===== src/rtl/controller_v2.sv =====
// Multicycle core sequencer: fetch/decode/execute/mem/writeback with ready/valid
// memory handshakes, per-phase timeout watchdogs, sticky errors and a retire counter.
module controller_v2 #(
    parameter int TIMEOUT = 16,
    parameter int CNT_W   = 32,
    parameter int ERR_W   = 8,
    parameter int STATE_W = 4
) (
    input  logic               clk,
    input  logic               rst,
    input  logic               start,
    input  logic               halt_req,
    output logic               imem_req_valid,
    input  logic               imem_req_ready,
    input  logic               imem_rsp_valid,
    input  logic [6:0]         instr_opcode,
    output logic               dmem_req_valid,
    output logic               dmem_req_we,
    input  logic               dmem_req_ready,
    input  logic               dmem_rsp_valid,
    output logic               ir_we,
    output logic               pc_we,
    output logic               rf_we,
    output logic               busy,
    output logic               trap,
    input  logic               err_clr,
    output logic [ERR_W-1:0]   err_vector,
    output logic [STATE_W-1:0] state_o,
    output logic [CNT_W-1:0]   retired_cnt
);

    typedef enum logic [3:0] {
        S_INIT       = 4'd0,
        S_IDLE       = 4'd1,
        S_FETCH      = 4'd2,
        S_FETCH_WAIT = 4'd3,
        S_DECODE     = 4'd4,
        S_EXECUTE    = 4'd5,
        S_MEM        = 4'd6,
        S_MEM_WAIT   = 4'd7,
        S_WRITEBACK  = 4'd8,
        S_TRAP       = 4'd9
    } state_t;

    localparam logic [6:0] OP_LOAD   = 7'b0000011;
    localparam logic [6:0] OP_STORE  = 7'b0100011;
    localparam logic [6:0] OP_OP     = 7'b0110011;
    localparam logic [6:0] OP_OPIMM  = 7'b0010011;
    localparam logic [6:0] OP_LUI    = 7'b0110111;
    localparam logic [6:0] OP_AUIPC  = 7'b0010111;
    localparam logic [6:0] OP_JAL    = 7'b1101111;
    localparam logic [6:0] OP_JALR   = 7'b1100111;
    localparam logic [6:0] OP_BRANCH = 7'b1100011;

    // One spare bit: a handshake won on the last FETCH cycle carries the count
    // into FETCH_WAIT past TIMEOUT-1, which must still trip the watchdog there.
    localparam int TW = $clog2(TIMEOUT) + 1;

    state_t         state, next_state;
    logic [6:0]     opcode_q;
    logic [TW-1:0]  tcnt;
    logic [3:0]     err_q, err_set;
    logic           in_phase, timeout_hit, op_legal, op_mem;

    assign in_phase    = (state == S_FETCH) || (state == S_FETCH_WAIT) ||
                         (state == S_MEM)   || (state == S_MEM_WAIT);
    assign timeout_hit = (tcnt >= TW'(TIMEOUT - 1));
    assign op_mem      = (opcode_q == OP_LOAD) || (opcode_q == OP_STORE);

    always_comb begin
        op_legal = 1'b0;
        case (opcode_q)
            OP_LOAD, OP_STORE, OP_OP, OP_OPIMM, OP_LUI,
            OP_AUIPC, OP_JAL, OP_JALR, OP_BRANCH: op_legal = 1'b1;
            default:                              op_legal = 1'b0;
        endcase
    end

    // Next-state logic; a completed handshake always takes priority over timeout.
    always_comb begin
        next_state = state;
        err_set    = 4'b0000;
        case (state)
            S_INIT: next_state = S_IDLE;
            S_IDLE: if (start) next_state = S_FETCH;
            S_FETCH: begin
                if (imem_req_ready) next_state = S_FETCH_WAIT;
                else if (timeout_hit) begin
                    err_set[1] = 1'b1;
                    next_state = S_TRAP;
                end
            end
            S_FETCH_WAIT: begin
                if (imem_rsp_valid) next_state = S_DECODE;
                else if (timeout_hit) begin
                    err_set[1] = 1'b1;
                    next_state = S_TRAP;
                end
            end
            S_DECODE: begin
                if (op_legal) next_state = S_EXECUTE;
                else begin
                    err_set[0] = 1'b1;
                    next_state = S_TRAP;
                end
            end
            S_EXECUTE: next_state = op_mem ? S_MEM : S_WRITEBACK;
            S_MEM: begin
                if (dmem_req_ready) next_state = S_MEM_WAIT;
                else if (timeout_hit) begin
                    err_set[2] = 1'b1;
                    next_state = S_TRAP;
                end
            end
            S_MEM_WAIT: begin
                if (dmem_rsp_valid) next_state = S_WRITEBACK;
                else if (timeout_hit) begin
                    err_set[2] = 1'b1;
                    next_state = S_TRAP;
                end
            end
            S_WRITEBACK: next_state = halt_req ? S_IDLE : S_FETCH;
            S_TRAP: if (err_clr) next_state = S_IDLE;
            default: begin
                err_set[3] = 1'b1;
                next_state = S_TRAP;
            end
        endcase
    end

    always_ff @(posedge clk) begin
        if (!rst) begin
            state       <= S_INIT;
            opcode_q    <= '0;
            tcnt        <= '0;
            err_q       <= '0;
            retired_cnt <= '0;
        end else begin
            state <= next_state;
            tcnt  <= in_phase ? tcnt + 1'b1 : '0;
            if (state == S_FETCH_WAIT && imem_rsp_valid)
                opcode_q <= instr_opcode;
            // Sticky flags: a new set in the same cycle as err_clr survives.
            err_q <= (err_clr ? 4'b0000 : err_q) | err_set;
            if (state == S_WRITEBACK)
                retired_cnt <= retired_cnt + 1'b1;
        end
    end

    // Valid/ready: a request is held while valid=1 and completes on the cycle
    // ready=1; a valid is never withdrawn except by reset or the watchdog.
    assign imem_req_valid = (state == S_FETCH);
    assign dmem_req_valid = (state == S_MEM);
    assign dmem_req_we    = (state == S_MEM) && (opcode_q == OP_STORE);
    assign ir_we          = (state == S_FETCH_WAIT) && imem_rsp_valid;
    assign pc_we          = (state == S_WRITEBACK);
    assign rf_we          = (state == S_WRITEBACK) &&
                            (opcode_q != OP_STORE) && (opcode_q != OP_BRANCH);
    assign busy           = (state != S_IDLE) && (state != S_TRAP);
    assign trap           = (state == S_TRAP);
    assign err_vector     = ERR_W'(err_q);
    assign state_o        = STATE_W'(state);

endmodule


===== config.mk =====
export PLATFORM = sky130hd
export DESIGN_NAME = controller_v2
export DESIGN_NICKNAME = d
export VERILOG_FILES = /design/src/rtl/controller_v2.sv
export SDC_FILE = /design/constraint.sdc
export NUM_CORES = 1
export LEC_CHECK = 0
export BUFFER_PORTS_ARGS = -buffer_cell sky130_fd_sc_hd__buf_2
export CAP_MARGIN = 20
export CELL_PAD_IN_SITES_DETAIL_PLACEMENT = 0
export CELL_PAD_IN_SITES_GLOBAL_PLACEMENT = 2
export CORE_MARGIN = 4
export CORE_UTILIZATION = 31
export DETAILED_ROUTE_END_ITERATION = 6
export GPL_TIMING_DRIVEN = 0
export PLACE_DENSITY = 0.78
export SLEW_MARGIN = 0
export SYNTH_ARGS = -nofsm -noshare
export SYNTH_HDL_FRONTEND = slang
export SYNTH_SLANG_ARGS = --single-unit

===== constraint.sdc =====
create_clock -name clk -period 2.3 [get_ports clk]
set_input_delay 0.115 -clock clk [delete_from_list [all_inputs] [get_ports clk]]
set_output_delay 0.115 -clock clk [all_outputs]
set_load 0.01 [all_outputs]

==> results of run 1 <==
[power groups by stage]
| stage | Clock, W | Sequential [W] | Combinational [W] |
|---|---|---|---|
| global placement | 0 | 0.000970 | 0.000350 |
| CTS | 0.000749 | 0.000950 | 0.000346 |
| detailed placement | 0 | 0.000970 | 0.000344 |
| global route | 0.000790 | 0.000955 | 0.000390 |
| floorplan | 0 | 0.000972 | 0.000231 |
| finish | 0.000730 | 0.000950 | 0.000348 |
[worst paths after layout]
check,from,endpoint,slack (ps),cells after the start
hold reg to reg,tcnt[0]$_SDFF_PN0_,tcnt[0]$_SDFF_PN0_,480,1
setup reg to reg,state_o[1]$_SDFFE_PN0P_,retired_cnt[20]$_SDFFE_PN0P_,150,7
setup / recovery,state_o[1]$_SDFFE_PN0P_,retired_cnt[20]$_SDFFE_PN0P_,150,7
hold / removal,instr_opcode[1],opcode_q[1]$_SDFFE_PN0P_,50,3
[cells by family (layout without fill, tap and decap cells)]
group,count (synthesis),in the layout
xor+xnor,9,9
simple gates,141,141
buf+inv,34,102
mux,10,10
fa+ha+maj,3,3
flops,52,52
other cells,1,4
compound gates,76,76
[cells in the mapped netlist (3+ instances only)]
| library cell | count |
|---|---|
| a21oi_1 | 28 |
| a31oi_1 | 3 |
| and3_1 | 8 |
| and4_1 | 6 |
| buf_4 | 6 |
| clkbuf_1 | 16 |
| dfxtp_1 | 52 |
| ha_1 | 3 |
| inv_1 | 8 |
| mux2i_1 | 8 |
| nand2_1 | 23 |
| nand2b_1 | 5 |
| nand3_1 | 15 |
| nand4_1 | 10 |
| nor2_1 | 25 |
| nor2b_1 | 5 |
| nor3_1 | 3 |
| nor3b_1 | 3 |
| o21a_1 | 3 |
| o21ai_0 | 9 |
| o31ai_1 | 15 |
| or3_1 | 9 |
| or4_1 | 15 |
| xnor2_1 | 5 |
| xor2_1 | 4 |
[worst min-delay path: stages]
cell and delay [ps]:
buf_2 70, mux2i_1 50, nor2_1 70
[sequential cells by signal, indices dropped and copies added, names as in the netlist]
signal,flops
opcode_q,7
tcnt,5
err_q,4
retired_cnt,32
state_o,4
[final cells by class]
cell class              count  area, sq um  share of cell area
clock inverters             2         60.1              0.0181
repair buffers             62          310              0.0934
flip-flops and latches     52         1040               0.314
multi-input cells         243         1540               0.464
plain buffers              23          125              0.0377
clock buffers               5         68.8              0.0207
well taps                 105          131              0.0395
inverters                  10         42.5              0.0128
[per-layer routing]
layer  vias up  global-route usage  wire (um)
li1       1347                   -          -
met1      1238               0.214       3690
met2        69               0.226       3270
met3         8              0.0341        433
met4         0              0.0353         60
met5         -                   0          0
[stage by stage]
stage	hold slack (ps)	setup slack, ps	power, W
2_1_floorplan	263	262	0.00120
3_3_place_gp	351	98.3	0.00132
3_5_place_dp	360	67.9	0.00131
4_1_cts	40.1	30.9	0.00205
5_1_grt	40.0	1.84	0.00214
6_report	46.6	149	0.00203
[repair_timing]
action	4_1_cts	5_1_grt
hold buffers	0	0
hold endpoints to repair	0	0
endpoints found under the setup margin	1	9
buffers inserted	0	0
resized for setup	1	11
==> PnR_summary.wiki, run 1 <==
{| class="wikitable"
! Metric !! Value
|-
| Outcome || completed
|-
| Relative slew margins || 0.411
|-
| Area share of fa/ha/maj cells after synthesis || 0.0137
|-
| Prevailing post-synth register cell || dfxtp_1
|-
| Post-Syn Instances || 326
|-
| Share of Yosys cell area claimed by the top area cell type || 0.381
|-
| Total negative setup slack || 0 ps
|-
| Cells after DPL || 496
|-
| Placement-stage cell area || 3190 sq um
|-
| Routability Congestion || 0.806
|-
| Most used cells in the layout excluding fill and tap cells || buf_2, dfxtp_1, a21oi_1
|-
| Remaining global-route overflow || 0
|-
| Proportion of register bits with asynchronous set or reset after synthesis || 0
|-
| Routed wirelength normalized by instance count || 14.8 um
|-
| Worst path buffer plus inverter count || 3
|-
| Number of levels the H-tree was split into || 2
|-
| Wire length of the first global-routing pass || 12400 um
|-
| DP HPWL || 5600 um
|-
| Die X-Extent || 102 um
|-
| Min Tclk post-route || 2150 ps
|-
| Maximum number of pins on one net before global-route repair || 16
|-
| Sequence of cells on the critical path || or4b_1, buf_4, clkinv_4, nand4_4, buf_6, or4_1, a21oi_1
|-
| Count of final setup violators || 0
|-
| Library cell occupying the most area in the post-synthesis netlist || dfxtp_1
|-
| Die Span Y || 102 um
|-
| Synthesized-area fraction occupied by ao, oa, aoi and oai cells || 0.179
|-
| Port-buffer cells || 62
|-
| Static leakage || 1.28 nW
|-
| Via count || 2662
|-
| Number of design-rule violations left by the first detailed-router iteration || 129
|-
| Number of nets still failing antenna checks after routing || 0
|-
| Slowest cell on the critical path || or4b_1
|-
| Xor/xnor share of the synthesized area || 0.0288
|-
| Area Growth Syn to Fin || 21.5%
|-
| Clock buffer count from CTS || 5
|-
| Nature of the critical path startpoint || flop
|-
| TritonCTS clock tree || built
|-
| Crit path arrival time || 2390 ps
|-
| Number of fillers in the final layout || 905
|-
| Number of antenna repair diodes || 0
|-
| Required time of the critical path || 2540 ps
|-
| Register share of total power || 0.468
|-
| Core Footprint || 8380 sq um
|-
| Worst vdd rail ir drop || 0.250 mV
|-
| Distinct cells, synth || 57
|-
| Maximum operating frequency || 0.465 GHz
|-
| Final Slew Violations || 0
|-
| Number of warnings reported in the yosys synthesis log || 0
|-
| Post-detailed-route via-to-cell ratio || 5.30
|-
| Clock root buffer || clkbuf_8
|-
| Number of synthesized register bits || 52
|-
| Clk sink count || 52
|-
| Largest delay contributor family on the critical path || simple AND/OR/NAND/NOR gates
|-
| Clock latency on the worst-skew pair || 310 ps
|-
| Total Routing Usage GR || 0.149
|-
| Initial antenna violation count || 0
|-
| Maximum Capacitance Violations || 0
|-
| Period utilization || 0.935
|-
| Worst-path fanout max || 10
|-
| Number of enable flip-flop cells after synthesis || 0
|-
| Nets@finish || 416
|-
| Proportion of layout cells with a drive suffix above 1 || 0.224
|-
| Kind of path behind the tightest hold check || input port to flop
|-
| Post-layout utilization of the core || 0.396
|-
| Share of power burned in combinational logic || 0.172
|-
| Avg Cell Area, Syn || 8.39 sq um
|-
| Dominant combinational cell family by area after synthesis || simple AND/OR/NAND/NOR gates
|-
| Die ar. || 10400 sq um
|-
| Sort of element at the end of the critical path || flop
|-
| Cell Area, Synth || 2730 sq um
|-
| Clock-pin slew reported for the worst setup and hold paths after clock tree synthesis || 100 ps
|-
| Worst path max stage delay || 530 ps
|-
| Detailed-route wire length || 7450 um
|-
| Number of endpoints with negative hold slack in the final report || 0
|-
| Sequential fraction of the synthesis area || 0.381
|-
| Residual DRC || 0
|-
| Leading cell types by total area after synthesis || dfxtp_1, a21oi_1, o31ai_1
|-
| Worst-margin pin slew || 862 ps
|-
| Core Rows || 33
|-
| Leading cell type in the layout, fill and taps excluded || buf_2
|-
| Clk buf depth || 2
|-
| Worst setup path category || flop to flop
|-
| Ports || 68
|-
| Mux cell area share after synthesis || 0.0375
|-
| Basic-gate share of the synthesized area counting and, or, nand and nor cells || 0.299
|-
| Switching fraction of total power || 0.263
|-
| Setup repair after global routing missed its margin || false
|-
| Cell area after layout || 3320 sq um
|-
| Sw power || 0.000534 W
|-
| Via count of the first global-routing pass || 2495
|-
| Non-filler instance count after layout || 502
|-
| Final clock skew || 10.4 ps
|-
| Portion of total power attributed to the clock network || 0.360
|-
| First-pass detailed-route iteration total || 4
|-
| Power density relative to cell area || 611 nW/um^2
|-
| Initial core utilization || 0.326
|-
| Cell internal pwr || 0.00150 W
|}
Power figures use the tool's default switching activity.
==> run 2, diff against run 1 <==
==> config.mk (replaced) <==
export PLATFORM = sky130hd
export DESIGN_NAME = controller_v2
export DESIGN_NICKNAME = d
export VERILOG_FILES = /design/src/rtl/controller_v2.sv
export SDC_FILE = /design/constraint.sdc
export NUM_CORES = 1
export LEC_CHECK = 0
export CAP_MARGIN = 20
export CELL_PAD_IN_SITES_DETAIL_PLACEMENT = 0
export CELL_PAD_IN_SITES_GLOBAL_PLACEMENT = 2
export CORE_MARGIN = 4
export CORE_UTILIZATION = 36
export DETAILED_ROUTE_END_ITERATION = 6
export DONT_BUFFER_PORTS = 1
export GPL_TIMING_DRIVEN = 0
export PLACE_DENSITY = 0.76
export SLEW_MARGIN = 0
export SYNTH_ARGS = -nofsm -noshare
export SYNTH_HDL_FRONTEND = slang
export SYNTH_SLANG_ARGS = --single-unit
==> PnR_summary.wiki, run 2 (synthesis results as in run 1) <==
{| class="wikitable"
! Metric !! Value
|-
| Outcome || completed
|-
| Crit path setup slack, layout || 131 ps (-17.5 ps)
|-
| Sw power || 0.000523 W (-2.1%)
|-
| Number of levels the H-tree was split into || 2 (unchanged)
|-
| Ports || 68 (unchanged)
|-
| Clk sink count || 52 (unchanged)
|-
| Nets@finish || 364 (-13%)
|-
| DP HPWL || 5450 um (-2.7%)
|-
| Most used cell, CP || buf_6
|-
| Maximum number of pins on one net before global-route repair || 15 (-1)
|-
| Worst path max stage delay || 470 ps (-60 ps)
|-
| Post-detailed-route via-to-cell ratio || 5.61 (+5.9%)
|-
| Static leakage || 0.996 nW (-22%)
|-
| Kind of path behind the tightest hold check || input port to flop
|-
| Initial antenna violation count || 0 (unchanged)
|-
| End of the worst hold path || err_q[0]$_SDFF_PN0_
|-
| Share of power burned in combinational logic || 0.170 (-0.002)
|-
| Residual DRC || 0 (unchanged)
|-
| Wire length of the first global-routing pass || 12200 um (-1.9%)
|-
| Number of design-rule violations left by the first detailed-router iteration || 81 (-37%)
|-
| Launch instance of the worst min-delay path || err_clr
|-
| Die ar. || 9050 sq um (-13%)
|-
| Core Footprint || 7330 sq um (-13%)
|-
| Via count of the first global-routing pass || 2381 (-4.6%)
|-
| Count of final setup violators || 0 (unchanged)
|-
| DP Worst Slack || -54.6 ps (-122 ps)
|-
| Switching fraction of total power || 0.287 (+0.0240)
|-
| Worst-path fanout max || 10 (unchanged)
|-
| Setup repair after global routing missed its margin || false
|-
| Relative slew margins || 0.362 (-0.0485)
|-
| Port-buffer cells || 0 (-100%)
|-
| Clock-pin slew reported for the worst setup and hold paths after clock tree synthesis || 100 ps (about the same)
|-
| Die Span Y || 95.1 um (-6.6%)
|-
| Register share of total power || 0.529 (+0.061)
|-
| Area Growth Syn to Fin || 12.9%
|-
| Power density relative to cell area || 590 nW/um^2 (-3.4%)
|-
| Final clock skew || 8.15 ps (-2.21 ps)
|-
| Worst-margin pin slew || 933 ps (+70.9 ps)
|-
| Number of antenna repair diodes || 0 (unchanged)
|-
| Sort of element at the end of the critical path || flop
|-
| Number of endpoints with negative hold slack in the final report || 0 (unchanged)
|-
| First-pass detailed-route iteration total || 4 (unchanged)
|-
| Clock buffer count from CTS || 5 (unchanged)
|-
| Non-filler instance count after layout || 445 (-11%)
|-
| Crit path arrival time || 2400 ps (about the same)
|-
| Nature of the critical path startpoint || flop
|-
| Clk buf depth || 2 (unchanged)
|-
| Number of flip-flops under the largest register name || 32 (unchanged)
|-
| Period utilization || 0.943 (+0.00762)
|-
| Cell internal pwr || 0.00130 W (-13%)
|-
| Cells after DPL || 428 (-14%)
|-
| Worst vdd rail ir drop || 0.365 mV (+46%)
|-
| Total Routing Usage GR || 0.171 (+0.0218)
|-
| Die X-Extent || 95.1 um (-6.6%)
|-
| Post-layout utilization of the core || 0.421 (+0.0246)
|-
| Final Slew Violations || 0 (unchanged)
|-
| Largest register by flop count || retired_cnt
|-
| Registers with the highest flip-flop counts || retired_cnt: 32 flops, opcode_q: 7 flops, tcnt: 5 flops
|-
| Clock latency on the worst-skew pair || 300 ps (about the same)
|-
| WHS Path Cells || 2 (-1)
|-
| R2r worst-path depth || 7 (unchanged)
|-
| Proportion of layout cells with a drive suffix above 1 || 0.0983 (-0.126)
|-
| Number of nets still failing antenna checks after routing || 0 (unchanged)
|-
| Detailed-route wire length || 7430 um (-0.27%)
|-
| Leading cell type in the layout, fill and taps excluded || dfxtp_1
|-
| Core Rows || 31 (-6.1%)
|-
| Worst setup path category || flop to flop
|-
| TritonCTS clock tree || built
|-
| Routability Congestion || 0.832 (+3.2%)
|-
| Most used cells in the layout excluding fill and tap cells || dfxtp_1, a21oi_1, nor2_1
|-
| Slowest cell on the critical path || or4b_4
|-
| Routed wirelength normalized by instance count || 16.7 um (+13%)
|-
| Via count || 2498 (-6.2%)
|-
| Register-to-register setup slack || 130 ps (-20 ps)
|-
| Required time of the critical path || 2530 ps (about the same)
|-
| Maximum operating frequency || 0.461 GHz (-0.81%)
|-
| Launching point of the worst reg2reg path || state_o[3]$_SDFFE_PN0P_
|-
| Min Tclk post-route || 2170 ps (+17.5 ps)
|-
| Sequence of cells on the critical path || buf_6, or4b_4, buf_6, inv_8, nand4_1, or4_1, a21oi_1
|-
| Maximum Capacitance Violations || 0 (unchanged)
|-
| Remaining global-route overflow || 0 (unchanged)
|-
| Portion of total power attributed to the clock network || 0.300 (-0.060)
|-
| Initial core utilization || 0.373 (+0.0468)
|-
| Worst reg2reg path endpoint || retired_cnt[28]$_SDFFE_PN0P_
|-
| Clock root buffer || clkbuf_8
|}
[run 2: metrics by stage]
step | setup TNS [ps] | cell area [sq um] | total power, W | hold slack (ps)
floorplan | 0 | 2750 | 0.00120 | 263
global placement | -65.3 | 2870 | 0.00128 | 264
detailed placement | -125 | 2870 | 0.00127 | 271
CTS | 0 | 3040 | 0.00183 | 15.6
global route | 0 | 3090 | 0.00192 | 31.1
finish | 0 | 3090 | 0.00182 | 31.1
[run 2: metal layers]
layer	GRT usage	up-vias	share of wire
met5	0	-	0
met4	0.0361	0	0.0036
met3	0.0537	2	0.062
met2	0.265	53	0.45
met1	0.232	1196	0.48
li1	-	1247	-
[run 2: power groups by stage]
stage,combinational (W),clock (W),sequential [W]
final,0.000310,0.000547,0.000964
after floorplan,0.000231,0,0.000972
after global routing,0.000345,0.000606,0.000969
after global placement,0.000295,0,0.000982
after detailed placement,0.000290,0,0.000982
after CTS,0.000301,0.000569,0.000962
[run 2: worst max-delay path by stage]
| stage | start | end | slack, ps | cells after the start |
|---|---|---|---|---|
| floorplan | state_o[3]$_SDFFE_PN0P_ | retired_cnt[13]$_SDFFE_PN0P_ | 260 | 8 |
| global placement | state_o[3]$_SDFFE_PN0P_ | retired_cnt[30]$_SDFFE_PN0P_ | -30 | 8 |
| detailed placement | state_o[3]$_SDFFE_PN0P_ | retired_cnt[30]$_SDFFE_PN0P_ | -50 | 8 |
| CTS | retired_cnt[13]$_SDFFE_PN0P_ | retired_cnt[31]$_SDFFE_PN0P_ | 3 | 6 |
| global route | retired_cnt[4]$_SDFFE_PN0P_ | retired_cnt[25]$_SDFFE_PN0P_ | 2 | 5 |
| finish | state_o[3]$_SDFFE_PN0P_ | retired_cnt[28]$_SDFFE_PN0P_ | 130 | 7 |
[run 2: repair_timing]
item	in CTS	in global routing
gates resized for setup	4	17
hold buffers	7	0
cloned	0	1
setup endpoints to repair	9	22
buffers inserted	0	2
pin swaps	0	1
hold endpoints to repair	7	0
[run 2: layout make-up]
cell class	instances	area [sq um]
Fill cell	765	4250
Multi-Input combinational cell	243	1550
Sequential cell	52	1050
Buffer	23	135
Tap cell	99	124
Clock buffer	8	90.1
Timing Repair Buffer	10	90.1
Inverter	10	45.0
[run 2: critical path: cells and delay by family (launching register included)]
family                 cells  cell delay [ps]
and+or+nand+nor            3             1170
buffers and inverters      3              390
DFF                        1              380
AOI/OAI and AO/OA          1              160
